**config.mk**
```make
export PLATFORM = sky130hd
export DESIGN_NAME = driver
export DESIGN_NICKNAME = d
export VERILOG_FILES = /design/src/rtl/driver_pkg.sv /design/src/rtl/driver_write_phy.sv /design/src/rtl/driver.sv
export SDC_FILE = /design/constraint.sdc
export NUM_CORES = 1
export LEC_CHECK = 0
export CORE_MARGIN = 2
export CORE_UTILIZATION = 25
export DETAILED_ROUTE_END_ITERATION = 8
export DONT_BUFFER_PORTS = 1
export PLACE_DENSITY = 0.35
export SYNTH_ARGS = -nofsm -noshare
export SYNTH_HDL_FRONTEND = slang
export SYNTH_SLANG_ARGS = --single-unit
```
**constraint.sdc**
```tcl
create_clock -name clk -period 6 [get_ports clk]
set_clock_uncertainty 0.05 [all_clocks]
set_input_delay 0.6 -clock clk [delete_from_list [all_inputs] [get_ports clk]]
set_output_delay 0.6 -clock clk [all_outputs]
set_load 0.01 [all_outputs]
```
**src/rtl/driver_pkg.sv**
```systemverilog
// Shared constants and types for the KS0108 frame-buffer driver.
package driver_pkg;

   localparam logic [7:0] CMD_DISP_ON    = 8'h3F;
   localparam logic [7:0] CMD_START_LINE = 8'hC0;
   localparam logic [7:0] CMD_SET_PAGE   = 8'hB8;
   localparam logic [7:0] CMD_SET_Y      = 8'h40;

   localparam logic [1:0] CS_NONE  = 2'b00;
   localparam logic [1:0] CS_LEFT  = 2'b01;
   localparam logic [1:0] CS_RIGHT = 2'b10;
   localparam logic [1:0] CS_BOTH  = 2'b11;

   // Top-level FSM state encoding
   typedef logic [2:0] state_t;
   localparam state_t ST_RST_HOLD  = 3'd0;
   localparam state_t ST_IDLE      = 3'd1;
   localparam state_t ST_INIT_ON   = 3'd2;
   localparam state_t ST_INIT_LINE = 3'd3;
   localparam state_t ST_SET_PAGE  = 3'd4;
   localparam state_t ST_SET_Y     = 3'd5;
   localparam state_t ST_DATA      = 3'd6;

   typedef enum logic [2:0] {
      PH_IDLE = 3'd0,
      PH_A    = 3'd1,
      PH_B    = 3'd2,
      PH_C    = 3'd3,
      PH_D    = 3'd4
   } phase_e;

endpackage

```
**src/rtl/driver_write_phy.sv**
```systemverilog
// Sequences one LCD bus write (setup, byte capture, E high, E low); takes the
// next request on the final E-low clock so writes run back-to-back.
module lcd_write_phy
   import driver_pkg::*;
#(
   parameter int E_CYCLES = 4
)
(
   input  logic       clk,
   input  logic       rst,
   input  logic       req_i,
   input  logic       src_data_i,
   input  logic       dori_i,
   input  logic [1:0] cs_i,
   input  logic [7:0] cmd_i,
   input  logic [7:0] data_i,
   output logic       done_o,
   output logic [7:0] db_o,
   output logic       dori_o,
   output logic [1:0] cs_o,
   output logic       en_o
);

   localparam int CW = (E_CYCLES > 1) ? $clog2(E_CYCLES) : 1;
   localparam logic [CW-1:0] CNT_LAST = CW'(E_CYCLES - 1);

   phase_e        ph_q, ph_d;
   logic [CW-1:0] cnt_q, cnt_d;
   logic [7:0]    db_q, db_d;
   logic [7:0]    cmd_q, cmd_d;
   logic          src_q, src_d;
   logic          dori_q, dori_d;
   logic          en_q, en_d;
   logic [1:0]    cs_q, cs_d;

   assign done_o = (ph_q == PH_IDLE) || ((ph_q == PH_D) && (cnt_q == CNT_LAST));

   always_comb begin
      ph_d   = ph_q;
      cnt_d  = cnt_q;
      db_d   = db_q;
      cmd_d  = cmd_q;
      src_d  = src_q;
      dori_d = dori_q;
      en_d   = en_q;
      cs_d   = cs_q;
      case (ph_q)
         PH_IDLE: ;
         PH_A: ph_d = PH_B;
         PH_B: begin
            // Read data arrives during B, one clock after the address was issued
            db_d  = src_q ? data_i : cmd_q;
            en_d  = 1'b1;
            cnt_d = '0;
            ph_d  = PH_C;
         end
         PH_C: begin
            cnt_d = cnt_q + 1'b1;
            if (cnt_q == CNT_LAST) begin
               en_d  = 1'b0;
               cnt_d = '0;
               ph_d  = PH_D;
            end
         end
         PH_D: begin
            cnt_d = cnt_q + 1'b1;
            if (cnt_q == CNT_LAST) begin
               cs_d   = CS_NONE;
               dori_d = 1'b0;
               cnt_d  = '0;
               ph_d   = PH_IDLE;
            end
         end
         default: ph_d = PH_IDLE;
      endcase
      if (req_i && done_o) begin
         ph_d   = PH_A;
         cnt_d  = '0;
         cs_d   = cs_i;
         dori_d = dori_i;
         src_d  = src_data_i;
         cmd_d  = cmd_i;
      end
   end

   always_ff @(posedge clk or posedge rst) begin
      if (rst) begin
         ph_q   <= PH_IDLE;
         cnt_q  <= '0;
         db_q   <= '0;
         cmd_q  <= '0;
         src_q  <= 1'b0;
         dori_q <= 1'b0;
         en_q   <= 1'b0;
         cs_q   <= CS_NONE;
      end else begin
         ph_q   <= ph_d;
         cnt_q  <= cnt_d;
         db_q   <= db_d;
         cmd_q  <= cmd_d;
         src_q  <= src_d;
         dori_q <= dori_d;
         en_q   <= en_d;
         cs_q   <= cs_d;
      end
   end

   assign db_o   = db_q;
   assign dori_o = dori_q;
   assign cs_o   = cs_q;
   assign en_o   = en_q;

endmodule

```
**src/rtl/driver.sv**
```systemverilog
// Full-screen refresh of a two-chip 128x64 KS0108 panel from a 1 KiB frame buffer.
// Owns reset hold, refresh request latch, page/chip/column sequencing and addressing.
module driver
   import driver_pkg::*;
#(
   parameter int E_CYCLES   = 4,
   parameter int RST_CYCLES = 8
)
(
   input  logic       clk,
   input  logic       rst,
   input  logic       start_i,
   output logic [9:0] addr_o,
   input  logic [7:0] data_i,
   output logic [7:0] db_o,
   output logic       dori_o,
   output logic [1:0] cs_o,
   output logic       en_o,
   output logic       rw_o,
   output logic       rst_o
);

   localparam int RCW = (RST_CYCLES > 1) ? $clog2(RST_CYCLES) : 1;
   localparam logic [RCW-1:0] RST_LAST = RCW'(RST_CYCLES - 1);

   state_t         state_q, state_d;
   logic [RCW-1:0] rcnt_q, rcnt_d;
   logic           pend_q, pend_d;
   logic [2:0]     page_q, page_d;
   logic           chip_q, chip_d;
   logic [5:0]     y_q, y_d;
   logic [9:0]     addr_q, addr_d;
   logic           lcd_rst_q, lcd_rst_d;

   logic       wr_req, wr_src, wr_dori, phy_done, issue;
   logic [1:0] wr_cs, chip_cs;
   logic [7:0] wr_cmd;

   assign chip_cs = chip_q ? CS_RIGHT : CS_LEFT;
   assign issue   = wr_req && phy_done;

   always_comb begin
      wr_req  = 1'b0;
      wr_src  = 1'b0;
      wr_dori = 1'b0;
      wr_cs   = CS_BOTH;
      wr_cmd  = CMD_DISP_ON;
      case (state_q)
         ST_INIT_ON:   wr_req = 1'b1;
         ST_INIT_LINE: begin
            wr_req = 1'b1;
            wr_cmd = CMD_START_LINE;
         end
         ST_SET_PAGE: begin
            wr_req = 1'b1;
            wr_cs  = chip_cs;
            wr_cmd = CMD_SET_PAGE | {5'b0, page_q};
         end
         ST_SET_Y: begin
            wr_req = 1'b1;
            wr_cs  = chip_cs;
            wr_cmd = CMD_SET_Y;
         end
         ST_DATA: begin
            wr_req  = 1'b1;
            wr_src  = 1'b1;
            wr_dori = 1'b1;
            wr_cs   = chip_cs;
         end
         default: ;
      endcase
   end

   always_comb begin
      state_d   = state_q;
      rcnt_d    = rcnt_q;
      pend_d    = pend_q | start_i;
      page_d    = page_q;
      chip_d    = chip_q;
      y_d       = y_q;
      addr_d    = addr_q;
      lcd_rst_d = lcd_rst_q;
      case (state_q)
         ST_RST_HOLD: begin
            if (rcnt_q == RST_LAST) begin
               lcd_rst_d = 1'b1;
               state_d   = ST_IDLE;
            end else begin
               rcnt_d = rcnt_q + 1'b1;
            end
         end
         ST_IDLE: begin
            if (pend_q) begin
               // A request coinciding with the launch still counts as a new one
               pend_d  = start_i;
               page_d  = '0;
               chip_d  = 1'b0;
               y_d     = '0;
               state_d = ST_INIT_ON;
            end
         end
         ST_INIT_ON:   if (issue) state_d = ST_INIT_LINE;
         ST_INIT_LINE: if (issue) state_d = ST_SET_PAGE;
         ST_SET_PAGE:  if (issue) state_d = ST_SET_Y;
         ST_SET_Y: begin
            if (issue) begin
               y_d     = '0;
               state_d = ST_DATA;
            end
         end
         ST_DATA: begin
            if (issue) begin
               addr_d = {page_q, chip_q, y_q};
               y_d    = y_q + 1'b1;
               if (y_q == 6'd63) begin
                  chip_d  = ~chip_q;
                  state_d = ST_SET_PAGE;
                  if (chip_q) begin
                     if (page_q == 3'd7) state_d = ST_IDLE;
                     else                page_d  = page_q + 1'b1;
                  end
               end
            end
         end
         default: state_d = ST_IDLE;
      endcase
   end

   always_ff @(posedge clk or posedge rst) begin
      if (rst) begin
         state_q   <= ST_RST_HOLD;
         rcnt_q    <= '0;
         pend_q    <= 1'b0;
         page_q    <= '0;
         chip_q    <= 1'b0;
         y_q       <= '0;
         addr_q    <= '0;
         lcd_rst_q <= 1'b0;
      end else begin
         state_q   <= state_d;
         rcnt_q    <= rcnt_d;
         pend_q    <= pend_d;
         page_q    <= page_d;
         chip_q    <= chip_d;
         y_q       <= y_d;
         addr_q    <= addr_d;
         lcd_rst_q <= lcd_rst_d;
      end
   end

   lcd_write_phy #(
      .E_CYCLES (E_CYCLES)
   ) u_phy (
      .clk        (clk),
      .rst        (rst),
      .req_i      (wr_req),
      .src_data_i (wr_src),
      .dori_i     (wr_dori),
      .cs_i       (wr_cs),
      .cmd_i      (wr_cmd),
      .data_i     (data_i),
      .done_o     (phy_done),
      .db_o       (db_o),
      .dori_o     (dori_o),
      .cs_o       (cs_o),
      .en_o       (en_o)
   );

   assign addr_o = addr_q;
   assign rst_o  = lcd_rst_q;
   assign rw_o   = 1'b0;

endmodule

```
==> summary.md <==
| Metric | Value |
|---|---|
| Via Count | about 1800 |
| Top cell type's share of synthesized area | 0.487 |
| Total core area | 0.0104 mm^2 |
| Most common cell in the synthesized netlist | dfrtp_1 |
| Average wire per standard cell | 15.8 um |
| Post-synth EDFFs | 0 |
| Largest net degree at the start of global routing | 53 |
| Max_cap viols | 0 |
| Placer congestion estimate | ~0.74 |
| Die area | 0.0115 mm^2 |
| Critical path endpoint category | flop |
| Cts bufs inserted | 5 |
| Num ports | 35 |
| Global-route wire length before repair | between 10000 and 15000 um |
| Outcome | completed |
| Post-CTS Resized | 0 |
| Clk sinks | between 50 and 60 |
| Cells after Synth | about 260 |
| HP Class | in2async |
| Port bufs | 0 |
| Post-Synth XOR/XNOR Area | 0.00328 |
| Die height | around 110 um |
| Hold Vio Cnt, Final | 0 |
| CTS tree | done |
| Tcrit/Tclk final | 0.426 |
| Initial antenna violation count | 0 |
| Detail Placement HPWL | ~4000 um |
| Post-CTS setup buffer count | 0 |
| Post-Syn Area per Cell | approximately 10 um^2 |
| Avg Vias per Cell | around 4.7 |
| Mapped Area | ~0.0027 mm^2 |
| PwrDens | approximately 400 mW/mm^2 |
| Rows | 37 |
| Req. time, crit path | approximately 6.2 ns |
| Simple-gate area share of the yosys netlist | 0.175 |
| H-tree levels | 2 |
| Pin slew with the least headroom to its limit | between 0.9 and 1 ns |
| Hold bufs inserted after CTS | 0 |
| Setup TNS Final | 0 ns |
| ANT nets after route | 0 |
| CP Max Fanout | 14 |
| Maximum VDD drop | about 100 uV |
| Lkg Pwr | between 0.001 and 0.0015 uW |
| Iteration-0 DRC Markers | around 120 |
| Commonest cells in the netlist | dfrtp_1 (52), nand2_1 (26), a21oi_1 (25) |
| Worst-Skew Late Latency | approximately 0.3 ns |
| Synth Register Bits | 52 |
| Overall Global Routing Usage | 0.112 |
| Synthesis Warnings | 0 |
| Die Wd | 107 um |
| Drt pass-1 iters | 4 |
| Share of layout cells above drive strength 1 | 0.133 |
| Final slew viol count | 0 |
| Yosys top cell by area | dfrtp_1 |
| Async set-reset flop share out of synthesis | 1.00 |
| Post-Synth Adder-Cell Area | 0.0328 |
| Fmax | 0.391 GHz |
| Vias in the first global route | 1863 |
| Mux cell area share after synthesis | 0.0937 |
| Final Setup Violations | 0 |
| Root Buffer | clkbuf_8 |
| Crit path kind | reg2reg |
| Sequential fraction of the synthesis area | 0.487 |
| Clock slew at reported path FFs | ~0.09 ns |
| Global route overflow | 0 |
| Setup crit start kind | flop |
| Final hold slack | roughly 0.33 ns |
| Inserted Diodes | 0 |
| Final WL | ~6100 um |
| Layout Nets | 267 |
| Synth Area in Compound Gates | 0.161 |
| Main combinational cell family by area after synthesis | simple AND/OR/NAND/NOR gates |
| RSZ-0062 raised after global routing | false |
| Synth unique cells | 55 |
| Longest Clk Path Bufs | 2 |
| Post-Syn Nets | about 270 |
| Arrival @ worst endpoint | about 2.7 ns |
| Worst slew margin | 0.357 |
| Area growth from synthesis to layout | 6.00% |
| Top cells by area, synth | dfrtp_1 (49%), mux2_2 (5.1%), a21oi_1 (4.7%) |
| DRC errors left | 0 |
| Initial Utilization | 0.257 |
| Fin crit period | around 2.6 ns |
| Synth Flop Type | dfrtp_1 |
==> per-stage QoR <==
stage	area, um^2	setup slack, ns	total power (uW)	std cells	util
6_report	2830	3.44	1120	385	0.273
5_1_grt	2830	3.16	1220	385	0.273
2_1_floorplan	2670	4.06	857	255	-
4_1_cts	2830	3.45	1140	385	0.273
3_5_place_dp	2750	3.47	937	378	0.265
3_3_place_gp	2750	3.50	937	378	0.265
==> flip-flops by register name, summed over array words and instances, names as in the netlist, 3 cells and up <==
signal,count
u_phy.ph_q,3
u_phy.cmd_q,6
state_q,3
addr_o,10
rcnt_q,3
y_q,6
page_q,3
u_phy.db_o,8
==> path summary, 6_finish.rpt <==
path                                       end      startpoint  slack [ns]  depth (start not counted)
max in group asynchronous            addr_o[0]             rst        5.12                          2
worst min-delay path             u_phy.db_o[0]             rst        0.33                          2
min in group clk                        pend_q         start_i        0.34                          1
worst max-delay path                    y_q[2]      state_q[1]        3.44                          6
worst min register to register  u_phy.cmd_q[5]  u_phy.cmd_q[5]        0.42                          2
worst max register to register          y_q[2]      state_q[1]        3.44                          6
==> kinds of logic (layout without fill, tap and decap cells) <==
| family | Yosys count | count (layout) |
|---|---|---|
| fa+ha+maj | 7 | 7 |
| compound gates | 65 | 65 |
| mux | 23 | 23 |
| other cells | 1 | 1 |
| buf+inv | 21 | 15 |
| flops | 52 | 52 |
| simple gates | 85 | 85 |
| xor+xnor | 1 | 1 |
==> metal layers <==
layer / wire length [um] / global-route usage / up-vias
li1: - / - / 904
met3: 354 / 0.0297 / 2
met2: 2580 / 0.163 / 39
met5: 0 / 0 / -
met4: 23 / 0.0247 / 0
met1: 3110 / 0.166 / 879
==> final cells by class <==
type	count	area [um^2]
fillers	1137	7540
flip-flops and latches	52	1300
multi-input cells	182	1250
well taps	136	170
clock buffers	6	72.6
inverters	7	26.3
repair buffers	1	7.51
clock inverters	1	5.00
==> where the power goes <==
group          switching [uW]  total (uW)  internal [uW]
Combinational             208         358            150
Clock                     114         194           79.8
Sequential                129         568            439
Total                     451        1120            668
==> placed cells by master, fill, tap and decap left out, types with 3 or more instances in the layout <==
| cell type | instances |
|---|---|
| nor3_1 | 4 |
| and3_1 | 3 |
| mux2_2 | 12 |
| clkbuf_8 | 5 |
| a21oi_1 | 25 |
| a31oi_1 | 3 |
| nand2_1 | 26 |
| nand3_1 | 7 |
| inv_1 | 6 |
| mux2i_1 | 10 |
| o21ai_0 | 11 |
| nor2b_1 | 5 |
| a311oi_1 | 3 |
| ha_1 | 7 |
| o31ai_1 | 4 |
| nor2_1 | 21 |
| dfrtp_1 | 52 |
==> critical path: stages, from the launching register on <==
cell and delay (ns):
dfrtp_1 0.69, inv_1 0.23, ha_1 0.46, nor3b_1 0.23, o2111ai_1 0.33, o2bb2ai_1 0.25
a22o_1 0.22
No activity file was read; power rests on OpenSTA's default activity.
